## config.mk

```make
export PLATFORM = sky130hd
export DESIGN_NAME = piso_serializer
export DESIGN_NICKNAME = d
export VERILOG_FILES = /design/src/rtl/piso_serializer.sv
export SDC_FILE = /design/constraint.sdc
export NUM_CORES = 1
export LEC_CHECK = 0
export CAP_MARGIN = 40
export CELL_PAD_IN_SITES_DETAIL_PLACEMENT = 1
export CELL_PAD_IN_SITES_GLOBAL_PLACEMENT = 1
export CORE_AREA = 2 2 57 59
export CTS_CLUSTER_SIZE = 16
export DETAILED_ROUTE_END_ITERATION = 10
export DIE_AREA = 0 0 59 61
export GPL_TIMING_DRIVEN = 0
export PLACE_DENSITY = 0.86
export SLEW_MARGIN = 40
export SYNTH_ARGS = -nofsm -noshare
export SYNTH_HDL_FRONTEND = slang
export SYNTH_SLANG_ARGS = --single-unit
```

## constraint.sdc

```tcl
create_clock -name clk -period 4.2 [get_ports clk]
set_input_delay 0.63 -clock clk [delete_from_list [all_inputs] [get_ports clk]]
set_output_delay 0.63 -clock clk [all_outputs]
set_load 0.03 [all_outputs]
```

## src/rtl/piso_serializer.sv

```systemverilog
// piso_serializer: parallel-in / serial-out driver for an external
// shift-register chain (e.g. 74HC595 style). Each accepted word is shifted
// out MSB first, one bit every DIV clk cycles, with an sclk rising edge in
// the middle of every bit. A DIV-cycle latch strobe follows the bits, and
// then a one-cycle done pulse is issued.
//
// Optional feature: define PISO_PARITY_EN to append an even-parity bit
// (XOR of the captured word) after the data bits, giving WIDTH+1 bits per frame.
module piso_serializer #(
    parameter int WIDTH = 8,
    parameter int DIV   = 4
) (
    input  logic             clk,
    input  logic             rst_n,
    input  logic [WIDTH-1:0] din,
    input  logic             din_valid,
    output logic             din_ready,
    output logic             ser_out,
    output logic             sclk,
    output logic             latch,
    output logic             busy,
    output logic             done
);

`ifdef PISO_PARITY_EN
    localparam int FRAME_BITS = WIDTH + 1;
`else
    localparam int FRAME_BITS = WIDTH;
`endif

    // Bit counter must be able to hold WIDTH+1; divide counter must hold DIV-1.
    localparam int BCW = $clog2(WIDTH + 2);
    localparam int DCW = (DIV > 2) ? $clog2(DIV) : 1;

    typedef enum logic [1:0] {
        IDLE,
        SHIFT,
        LATCH
    } state_t;

    state_t                  state;
    logic [FRAME_BITS-1:0]   shreg;
    logic [BCW-1:0]          bit_cnt;
    logic [DCW-1:0]          div_cnt;
    logic [FRAME_BITS-1:0]   frame_word;
    logic                    last_div;
    logic                    half_div;
    logic                    last_bit;

    // The word as it will go onto the wire, parity appended when enabled.
`ifdef PISO_PARITY_EN
    assign frame_word = {din, ^din};
`else
    assign frame_word = din;
`endif

    assign din_ready = (state == IDLE);
    assign last_div  = (div_cnt == DCW'(DIV - 1));
    assign half_div  = (div_cnt == DCW'(DIV / 2 - 1));
    assign last_bit  = (bit_cnt == BCW'(FRAME_BITS - 1));

    // Frame sequencer: state, counters, shift register and all registered outputs.
    always_ff @(posedge clk or negedge rst_n) begin
        if (!rst_n) begin
            state   <= IDLE;
            shreg   <= '0;
            bit_cnt <= '0;
            div_cnt <= '0;
            ser_out <= 1'b0;
            sclk    <= 1'b0;
            latch   <= 1'b0;
            busy    <= 1'b0;
            done    <= 1'b0;
        end else begin
            case (state)
                IDLE: begin
                    done <= 1'b0;
                    if (din_valid) begin
                        // First bit is presented immediately so it is
                        // stable for its full DIV-cycle period.
                        state   <= SHIFT;
                        shreg   <= frame_word;
                        ser_out <= frame_word[FRAME_BITS-1];
                        bit_cnt <= '0;
                        div_cnt <= '0;
                        sclk    <= 1'b0;
                        busy    <= 1'b1;
                    end
                end

                SHIFT: begin
                    if (last_div) begin
                        div_cnt <= '0;
                        sclk    <= 1'b0;
                        if (last_bit) begin
                            state   <= LATCH;
                            ser_out <= 1'b0;
                            latch   <= 1'b1;
                        end else begin
                            bit_cnt <= bit_cnt + BCW'(1);
                            shreg   <= shreg << 1;
                            ser_out <= shreg[FRAME_BITS-2];
                        end
                    end else begin
                        div_cnt <= div_cnt + DCW'(1);
                        // Raise sclk for the second half of the bit period.
                        if (half_div) begin
                            sclk <= 1'b1;
                        end
                    end
                end

                LATCH: begin
                    if (last_div) begin
                        div_cnt <= '0;
                        state   <= IDLE;
                        latch   <= 1'b0;
                        busy    <= 1'b0;
                        done    <= 1'b1;
                    end else begin
                        div_cnt <= div_cnt + DCW'(1);
                    end
                end

                default: begin
                    state   <= IDLE;
                    ser_out <= 1'b0;
                    sclk    <= 1'b0;
                    latch   <= 1'b0;
                    busy    <= 1'b0;
                    done    <= 1'b0;
                end
            endcase
        end
    end

endmodule

```

==> results of run 1 <==
[state kept, by name, indices dropped and copies added (netlist names)]
name,cells
done,1
div_cnt,2
state,2
ser_out,1
busy,1
bit_cnt,4
shreg,7
sclk,1
latch,1
[per-stage QoR]
stage	util [%]	hold slack (ns)	instance area (um^2)	total power (uW)
2_1_floorplan	-	0.334	1280	761
3_3_place_gp	49.8	0.476	1470	922
3_5_place_dp	49.7	0.487	1470	957
4_1_cts	50.4	0.280	1490	1050
5_1_grt	50.4	0.303	1490	1130
6_report	50.4	0.258	1490	1050
[logic make-up (layout without fill, tap and decap cells)]
group	count (synthesis)	in the layout	synth area share [%]
AO/OA/AOI/OAI	39	39	22.9
AND/OR/NAND/NOR	55	55	24.2
buffers and inverters	16	34	7.14
flip-flops	20	20	39.1
adder cells (fa/ha/maj)	6	6	5.86
multiplexers	1	1	0.782
[metal layers]
metal	vias to the layer above	track usage, %	wire length (um)
li1	550	-	-
met1	588	28.8	1560
met2	28	37.8	1750
met3	8	2.13	144
met4	0	9.09	71
met5	-	0	0
[cell usage in the layout, fill, tap and decap left out, types with 2 or more instances in the layout]
master	instances
a2111oi_0	2
a21boi_0	2
a21oi_1	4
a31oi_1	2
and3_1	2
buf_2	5
buf_4	3
buf_6	2
clkbuf_1	2
clkbuf_4	3
clkdlybuf4s50_1	14
dfrtp_1	20
ha_1	6
inv_1	5
nand2_1	11
nand2b_1	6
nand3_1	9
nand4_1	2
nor2_1	7
nor2b_1	6
nor4_1	2
o21ai_0	7
o31ai_1	6
o32a_1	3
or4_1	3
[worst paths after layout]
check	cells past startpoint	startpoint	end
max	3	state[1]$_DFFE_PN0P_	din_ready
min	1	rst_n	div_cnt[0]$_DFFE_PN0P_
max reg2reg	7	state[1]$_DFFE_PN0P_	shreg[3]$_DFFE_PN0P_
min reg2reg	1	sclk$_DFFE_PN0P_	sclk$_DFFE_PN0P_
max in group asynchronous	1	rst_n	state[1]$_DFFE_PN0P_
min in group clk	1	sclk$_DFFE_PN0P_	sclk$_DFFE_PN0P_
[layout make-up]
class / count / share of cell area, %
sequential: 20 / 33.6
clock buffer: 3 / 1.51
inverter: 5 / 1.26
multi-input combinational: 101 / 46.2
buffer: 11 / 4.87
tap: 33 / 2.77
timing repair buffer: 15 / 9.75
[where the power goes]
part           internal, uW  switching (uW)  leakage, uW
clock network          33.4            60.1    0.0000138
registers               272            62.3     0.000255
logic                   253             368     0.000369
==> results.md, run 1 <==
* Hold WC Path Type: input pin to asynchronous set/reset pin
* Num CTS Buffers at 3
* Max Clock Freq at between 400 and 500 MHz
* Clock Skew at just under 0.008 ns
* Initial core utilization at 43.3%
* Sequential area share after synthesis at 39.1%
* Wirelength per Cell at approximately 19 um
* Worst-margin pin slew at 0.546 ns
* Pleak at between 0.0006 and 0.0007 uW
* CTS sink cnt at 20
* Post-route clock period utilization at 55.7%
* Root Buffer: clkbuf_4
* Diodes inserted at 0
* Synth top cells by count: 20 x dfrtp_1, 11 x nand2_1, 9 x nand3_1
* Critical Path Max Stage Delay at ~0.68 ns
* Register area at 500 um^2
* Synth area leader: dfrtp_1
* Chip Height at around 61 um
* YS warnings at 0
* Clock Path Buffers at 2
* Post-synthesis instance total at between 100 and 150
* Die width at 59 um
* Worst-path fanout max at 4
* Setup Total Neg Slack at 0 ns
* Run status: finished clean
* Clock transition at the registers of the reported paths at 0.12 ns
* Slew Limit Fails at 0
* Post-CTS Resized at 0
* Antenna Nets Post-Route at 0
* CP Buf/Inv Count at 2
* Synth top area share at 39.1%
* First-pass iteration count of the detailed router at 4
* Top delay family on crit path: buffers and inverters
* H-tree levels at 1
* #FFs+latches synth at 20
* Number of flops mapped to enable cells by yosys at 0
* Vias in the first global route at 1264
* Slew headroom at a little under two thirds
* Global router's overall resource usage at around 22%
* Synth-to-layout area growth at 16.3%
* Top post-synthesis cells by area: dfrtp_1 39%, ha_1 5.9%, nand3_1 3.5%
* Final setup viols at 0
* Area of the multi-input gates at 688 um^2
* PortBufs at 15
* Critical path, cell by cell: inv_1 -> ha_1 -> clkdlybuf4s50_1
* Dpl hpwl at 2640 um
* Crit start category: flip-flop
* Worst setup EP type: primary output
* Worst vdd ir at 0.416 mV
* Nets at roughly 170
* Drt first-iter violations at roughly 40
* Post-DR vias/cell at ~6.2
* CP Data Required Time at 3.57 ns
* R2R Setup Slk at 2.19 ns
* Total core area at about 3000 um^2
* FILL cells at 348
* Drc violations at 0
* Mapped Area at between 1000 and 1500 um^2
* Kind of critical path: flip-flop to primary output
* Max-Cap Viols at 0
* Setup WS post-layout at around 1.9 ns
* Arr. time, crit path at approximately 1.7 ns
* Distinct cell type count after synthesis at 44
* CTS tree: yes
* Largest net degree at the start of global routing at 21
* GRT overflow at 0
* Cell row count at 20
* Die area at approximately 3600 um^2
* P per Cell Area at roughly 700 nW/um^2
* Total Wirelength at 3530 um
* Postcts setup bufs at 0
* Unrepaired setup endpoints after global routing: false
* Fin. Hold Viols at 0
* Slowest CP cell: clkdlybuf4s50_1
* Post-Place Setup Slack at between 2 and 2.5 ns
* Final Instance Count excl. Fillers at 188
* Layout cells sized above 1 at between 10% and 20%
* Inst Count DP at approximately 190
* Routed via count at 1174
* Final Critical Period at ~2.3 ns
* Share of synthesized registers carrying an async set or reset at 100%
* Clk_lat worst skew at around 0.30 ns
* Hold_buf cts at 0
* Top_reg_cell synth: dfrtp_1
* Top-count cell post-synth: dfrtp_1
* Syn Nets at between 150 and 200
* Ports at 17
* Initial antenna violation count at 0
* Syn avg cell area at 9.34 um^2
* Routability cong. at 0.841
* First-pass GRT wire length at between 5000 and 6000 um
No activity file was read; power rests on OpenSTA's default activity.
==> inputs of run 2 (changes only) <==
--- a/config.mk
+++ b/config.mk
@@ -8,12 +8,12 @@
 export CAP_MARGIN = 40
 export CELL_PAD_IN_SITES_DETAIL_PLACEMENT = 1
 export CELL_PAD_IN_SITES_GLOBAL_PLACEMENT = 1
-export CORE_AREA = 2 2 57 59
+export CORE_AREA = 2 2 62 64
 export CTS_CLUSTER_SIZE = 16
 export DETAILED_ROUTE_END_ITERATION = 10
-export DIE_AREA = 0 0 59 61
+export DIE_AREA = 0 0 64 66
 export GPL_TIMING_DRIVEN = 0
-export PLACE_DENSITY = 0.86
+export PLACE_DENSITY = 0.78
 export SLEW_MARGIN = 40
 export SYNTH_ARGS = -nofsm -noshare
 export SYNTH_HDL_FRONTEND = slang
==> constraint.sdc (replaced) <==
create_clock -name clk -period 2 [get_ports clk]
set_input_delay 0.3 -clock clk [delete_from_list [all_inputs] [get_ports clk]]
set_output_delay 0.3 -clock clk [all_outputs]
set_load 0.03 [all_outputs]
==> run 2 against run 1 <==
Against the previous run:
- sequential power increased by 110%
- combinational power increased by 110%
- cell count increased by 9.0%
- critical endpoint is now shreg[0]$_DFFE_PN0P_
- largest power group unchanged
==> results.md, run 2 (synthesized netlist as in run 1, its figures left out) <==
* Worst r2r src: bit_cnt[0]$_DFFE_PN0P_
* First-pass GRT wire length at 6430 um (+9.1%)
* Critical path depth at 5 (+2)
* Chip Height at 66 um (+8.2%)
* Num CTS Buffers at 3 (unchanged)
* Wirelength per Cell at 18.3 um (-2.3%)
* Largest net degree at the start of global routing at 21 (unchanged)
* Setup WS post-layout at 0.114 ns (-1.75 ns)
* CP Data Required Time at 2.21 ns (-1.36 ns)
* Routability cong. at 0.803 (-4.5%)
* Diodes inserted at 0 (unchanged)
* Largest Register: shreg
* Kind of critical path: flip-flop to flip-flop
* Root Buffer: clkbuf_4
* Routed via count at 1208 (+2.9%)
* Initial core utilization at 36.0% (-7.3 points)
* Drt first-iter violations at 55 (+34%)
* First-pass iteration count of the detailed router at 4 (unchanged)
* Largest register FFs at 7 (unchanged)
* Fin. Hold Viols at 0 (unchanged)
* PortBufs at 15 (unchanged)
* H-tree levels at 1 (unchanged)
* Inst Count DP at 200 (+8.1%)
* Cell row count at 22 (+10%)
* Initial antenna violation count at 0 (unchanged)
* Antenna Nets Post-Route at 0 (unchanged)
* Clk_lat worst skew at 0.32 ns (+0.02 ns)
* Vias in the first global route at 1305 (+3.2%)
* Post-DR vias/cell at 5.89 (-5.6%)
* Ports at 17 (unchanged)
* Dpl hpwl at 2690 um (+2.0%)
* Worst vdd ir at 0.641 mV (+54%)
* Final Critical Period at roughly 1.9 ns
* Synth-to-layout area growth at 20.4%
* Final setup viols at 0 (unchanged)
* Worst-path fanout max at 10 (+6)
* Hold WC Path Type: input pin to flip-flop
* Slew headroom at 61.6% (-1.8 points)
* CTS tree: yes
* Hold_sp: din_valid
* Clock Skew at 0.0117 ns (+0.00387 ns)
* Arr. time, crit path at 2.10 ns (+0.39 ns)
* Setup Total Neg Slack at 0 ns (unchanged)
* Slew Limit Fails at 0 (unchanged)
* Total Wirelength at 3760 um (+6.5%)
* Post-Place Setup Slack at 0.0468 ns (-2.13 ns)
* Die width at 64 um (+8.5%)
* CTS sink cnt at 20 (unchanged)
* Most frequent cells in the layout: 20 x dfrtp_1, 13 x clkdlybuf4s50_1, 11 x nand2_1
* CP Buf/Inv Count at 1 (-1)
* Top delay family on crit path: compound AO/OA/AOI/OAI gates
* Crit start category: flip-flop
* Final Instance Count excl. Fillers at 205 (+9.0%)
* Clock transition at the registers of the reported paths at 0.12 ns (about the same)
* Slowest CP cell: a2111o_1
* Global router's overall resource usage at 19.5% (-2.6 points)
* Biggest regs: shreg: 7 flops, bit_cnt: 4 flops
* GRT overflow at 0 (unchanged)
* Layout Utilization at 43.4% (-7.0 points)
* Max Clock Freq at ~530 MHz
* Drc violations at 0 (unchanged)
* Total core area at 3550 um^2 (+20%)
* FILL cells at 420 (+21%)
* Worst r2r path cells at 5 (-2)
* RR Endpoint: shreg[0]$_DFFE_PN0P_
* CP Launch Point: bit_cnt[0]$_DFFE_PN0P_
* Critical Path Max Stage Delay at 0.47 ns (-0.21 ns)
* R2R Setup Slk at 0.11 ns (-2.08 ns)
* P per Cell Area at 1480 nW/um^2 (+110%)
* Layout cells sized above 1 at 13.4% (+2.4 points)
* Die area at 4220 um^2 (+17%)
* Critical path, cell by cell: ha_1 -> and3b_4 -> buf_6 -> a2111o_1 -> a32o_2
* Unrepaired setup endpoints after global routing: false
* Run status: finished clean
* Nets at 175 (+0.57%)
* Post-route clock period utilization at between 90% and 100%
* Pleak at 0.000657 uW (+2.9%)
* Max-Cap Viols at 0 (unchanged)
* Clock Path Buffers at 2 (unchanged)
* Setup crit end: shreg[0]$_DFFE_PN0P_
* Worst setup EP type: flip-flop
* Most common cell after layout, fill and taps aside: dfrtp_1
* Hold depth at 4
* Worst-margin pin slew at 0.573 ns (+0.0274 ns)
[run 2: worst register-to-register path, delay by kind of cell (launching register included)]
family          cells  cell delay [ns]
compound gates      2             0.71
simple gates        1             0.22
fa+ha+maj           1             0.27
buf+inv             1             0.14
flops               1             0.44
[run 2: worst min path at each step]
stage                                   endpoint  slack (ns)
after detailed placement    shreg[5]$_DFFE_PN0P_        0.29
after global routing      div_cnt[0]$_DFFE_PN0P_        0.47
final                     div_cnt[1]$_DFFE_PN0P_        0.41
after CTS                 div_cnt[1]$_DFFE_PN0P_        0.41
after floorplan           bit_cnt[0]$_DFFE_PN0P_       0.004
after global placement          sclk$_DFFE_PN0P_        0.47
[run 2: metal layers]
| metal | routed length, um | track usage (%) | vias to the layer above | share of wire, % |
|---|---|---|---|---|
| met5 | 0 | 0 | - | 0 |
| met4 | 55 | 6.52 | 0 | 1.5 |
| met3 | 156 | 3.24 | 6 | 4.2 |
| met2 | 1860 | 33.9 | 27 | 49 |
| met1 | 1690 | 24.6 | 625 | 45 |
| li1 | - | - | 550 | - |
[run 2: repair_timing]
action	in CTS	in global routing
endpoints found under the hold margin	20	0
pin swaps	0	1
resized for setup	1	6
buffers inserted	0	1
hold buffers	1	0
endpoints found under the setup margin	1	7
[run 2: stage by stage]
step	hold slack (ns)	total power, uW	cell area [um^2]
detailed placement	0.286	2030	1490
CTS	0.410	2270	1530
global route	0.473	2470	1540
floorplan	0.00441	1600	1280
global placement	0.472	1960	1490
finish	0.410	2290	1540
[run 2: area by class of cell]
class / instances / area, um^2 / share of cell area [%]
plain buffers: 10 / 71.3 / 4.63
clock buffers: 4 / 36.3 / 2.35
inverters: 5 / 18.8 / 1.22
multi-input cells: 101 / 693 / 45.0
flip-flops and latches: 20 / 500 / 32.5
well taps: 48 / 60.1 / 3.90
repair buffers: 17 / 161 / 10.5
[run 2: report_power, final]
group	total, uW	internal (uW)	leakage [uW]	switching, uW
Combinational	1330	540	0.000380	789
Sequential	707	570	0.000255	137
Clock	251	111	0.0000210	139
==> variant (config.mk and constraints of run 2) <==
Change the parameter `WIDTH` from 8 to 16.
--- a/src/rtl/piso_serializer.sv
+++ b/src/rtl/piso_serializer.sv
@@ -8,5 +8,5 @@
 // (XOR of the captured word) after the data bits, giving WIDTH+1 bits per frame.
 module piso_serializer #(
-    parameter int WIDTH = 8,
+    parameter int WIDTH = 16,
     parameter int DIV   = 4
 ) (
Interface: changed (resized din); port bits go from 17 to 25. The function was not compared with the original's and may differ.
==> variant against run 2 <==
- the run now ends with negative setup slack left
- non-clock buffer count increased by 14
- area after synthesis grew 24%
- worst setup slack got worse by 130 ps
- routed wire length increased by 4.4%
- critical path type unchanged
- largest power group unchanged
- final cell count increased by 7.8%
- highest routed layer unchanged
- sequential cell count up 9
- cell area up 35%
- power up 36%
- critical endpoint is now shreg[12]$_DFFE_PN0P_
==> variant: results (changes against run 2) <==
Clock tree
  • Post-CTS Setup Bufs: 5 (was 0)
  • CTS HTree Levels: 2 (was 1)
  • Post_cts resized: 8 (was 1)
  • Worst-path clk slew: 90 ps (was 120 ps)
  • Clock Path Buffers: 2 (unchanged)

STA
  • Total negative setup slack: -148 ps (was 0 ps)
  • Final worst setup slack: -20.4 ps (was 114 ps)
  • Final Skew: 2.24 ps (was 11.7 ps)
  • Setup-failing EPs final: 12 (was 0)

Place
  • Dpl ws: -150 ps (was 46.8 ps)
  • Dpl hpwl: 2590 um (was 2690 um)
  • Port Buf Inserts: 24 (was 15)
  • Placed Cells: 205 (was 200)
  • Gp weighted congestion: 0.766 (was 0.803)

Pwr
  • PD cells: 1500 nW/um2 (was 1480 nW/um2)
  • Switch Pwr: 1.13 mW (was 1.07 mW)
  • Leak: 0.926 nW (was 0.657 nW)
  • Max IR drop VDD: 0.602 mV (was 0.641 mV)
  • Gate power share: 55.1% (was 58.1%)

Layout
  • Nets: 199 (was 175)
  • Final cell count without fillers: 221 (was 205)
  • Biggest regs: shreg: 15 flops, bit_cnt: 5 flops (was shreg: 7 flops, bit_cnt: 4 flops)
  • Layout cells sized above 1: 32.9% (was 13.4%)

Critical path
  • Max Fanout on Critical Path: 8 (was 10)

Logic synthesis
  • Post-synthesis mux area share: 21.1% (was 0.782%)
  • Post-synth top cells: dfrtp_1 (29), inv_1 (14), mux2_2 (13), mux2_4 (12), ha_1 (7) (was dfrtp_1 (20), nand2_1 (11), nand3_1 (9), nor2_1 (7), o21ai_0 (7))
  • Largest cells by area after synthesis: dfrtp_1 (46%), mux2_4 (11%), mux2_2 (9.2%), ha_1 (5.5%), inv_1 (3.3%) (was dfrtp_1 (39%), ha_1 (5.9%), nand3_1 (3.5%), o31ai_1 (3.5%), nand2_1 (3.2%))
  • Syn Area/Cell: 12.0 um2 (was 9.34 um2)
  • Synthesized netlist net count: 159 (was 154)
  • Post-Synth Adder-Cell Area: 5.50% (was 5.87%)
  • Netlist cell types: 35 (was 44)
  • Synth Area in Compound Gates: 13.3% (was 22.9%)

Global route
  • Met2 Track Usage GR: 36.1% (was 33.9%)
  • Vias in the first global route: 1,333 (was 1,305)
  • Grt met3 use: 5.62% (was 3.24%)
  • First-pass GRT wire length: 6540 um (was 6430 um)
  • Pin count of the biggest net entering global routing: 30 (was 21)
  • GRT Util Overall: 20.9% (was 19.5%)

Drt
  • Metal2 WL: 1990 um (was 1860 um)
  • Routed length on met3: 111 um (was 156 um)
  • Routed wire per std cell: 17.8 um (was 18.3 um)
  • WL met1: 1690 um (about the same)
  • Detailed Route Iter0 Violations: 39 (was 55)

Min path
  • Hold Crit Class: reg2reg (was in2reg)

Outcome
  • Failing checks: negative setup slack
  • Status: complete, but fails checks (was completed)
-- variant: changes by cell type after synthesis, moves of 5 or more --
cell | run 2 | this run
dfrtp_1 | 20 | 29
mux2_2 | 0 | 13
nor2_1 | 7 | 1
o31ai_1 | 6 | 1
inv_1 | 5 | 14
mux2_4 | 0 | 12
nand2b_1 | 6 | 1
nand2_1 | 11 | 6
nand3_1 | 9 | 1
-- variant: area by class of cell --
type	instances	area, um2
Inverter	14	52.6
Buffer	8	76.3
Tap cell	48	60.1
Timing Repair Buffer	33	324
Multi-Input combinational cell	82	782
Clock buffer	7	55.1
Sequential cell	29	726
Fill cell	386	1480
-- variant: per-stage QoR --
stage | instance area, um2 | utilization, %
final | 2080 | 58.5
after global routing | 2080 | 58.5
after CTS | 2050 | 57.8
after detailed placement | 1890 | 53.3
after global placement | 1900 | 53.5
after floorplan | 1600 | -
-- variant: worst paths after layout --
| path | startpoint | endpoint | slack, ps | depth (start not counted) |
|---|---|---|---|---|
| min in group asynchronous | rst_n | state[0]$_DFFE_PN0P_ | 530 | 2 |
| hold / removal | shreg[7]$_DFFE_PN0P_ | shreg[7]$_DFFE_PN0P_ | 520 | 1 |
| setup reg to reg | bit_cnt[1]$_DFFE_PN0P_ | shreg[12]$_DFFE_PN0P_ | -20 | 8 |
| setup / recovery | bit_cnt[1]$_DFFE_PN0P_ | shreg[12]$_DFFE_PN0P_ | -20 | 8 |
| max in group asynchronous | rst_n | shreg[3]$_DFFE_PN0P_ | 1050 | 2 |
| hold reg to reg | shreg[7]$_DFFE_PN0P_ | shreg[7]$_DFFE_PN0P_ | 520 | 1 |
-- variant: worst max-delay path: stages (launching register included) --
cell     delay, ps
dfrtp_1        410
ha_2           200
and3_4         190
ha_4           160
and3b_1        210
buf_6          110
o21a_4         190
buf_8          140
mux2_4         290
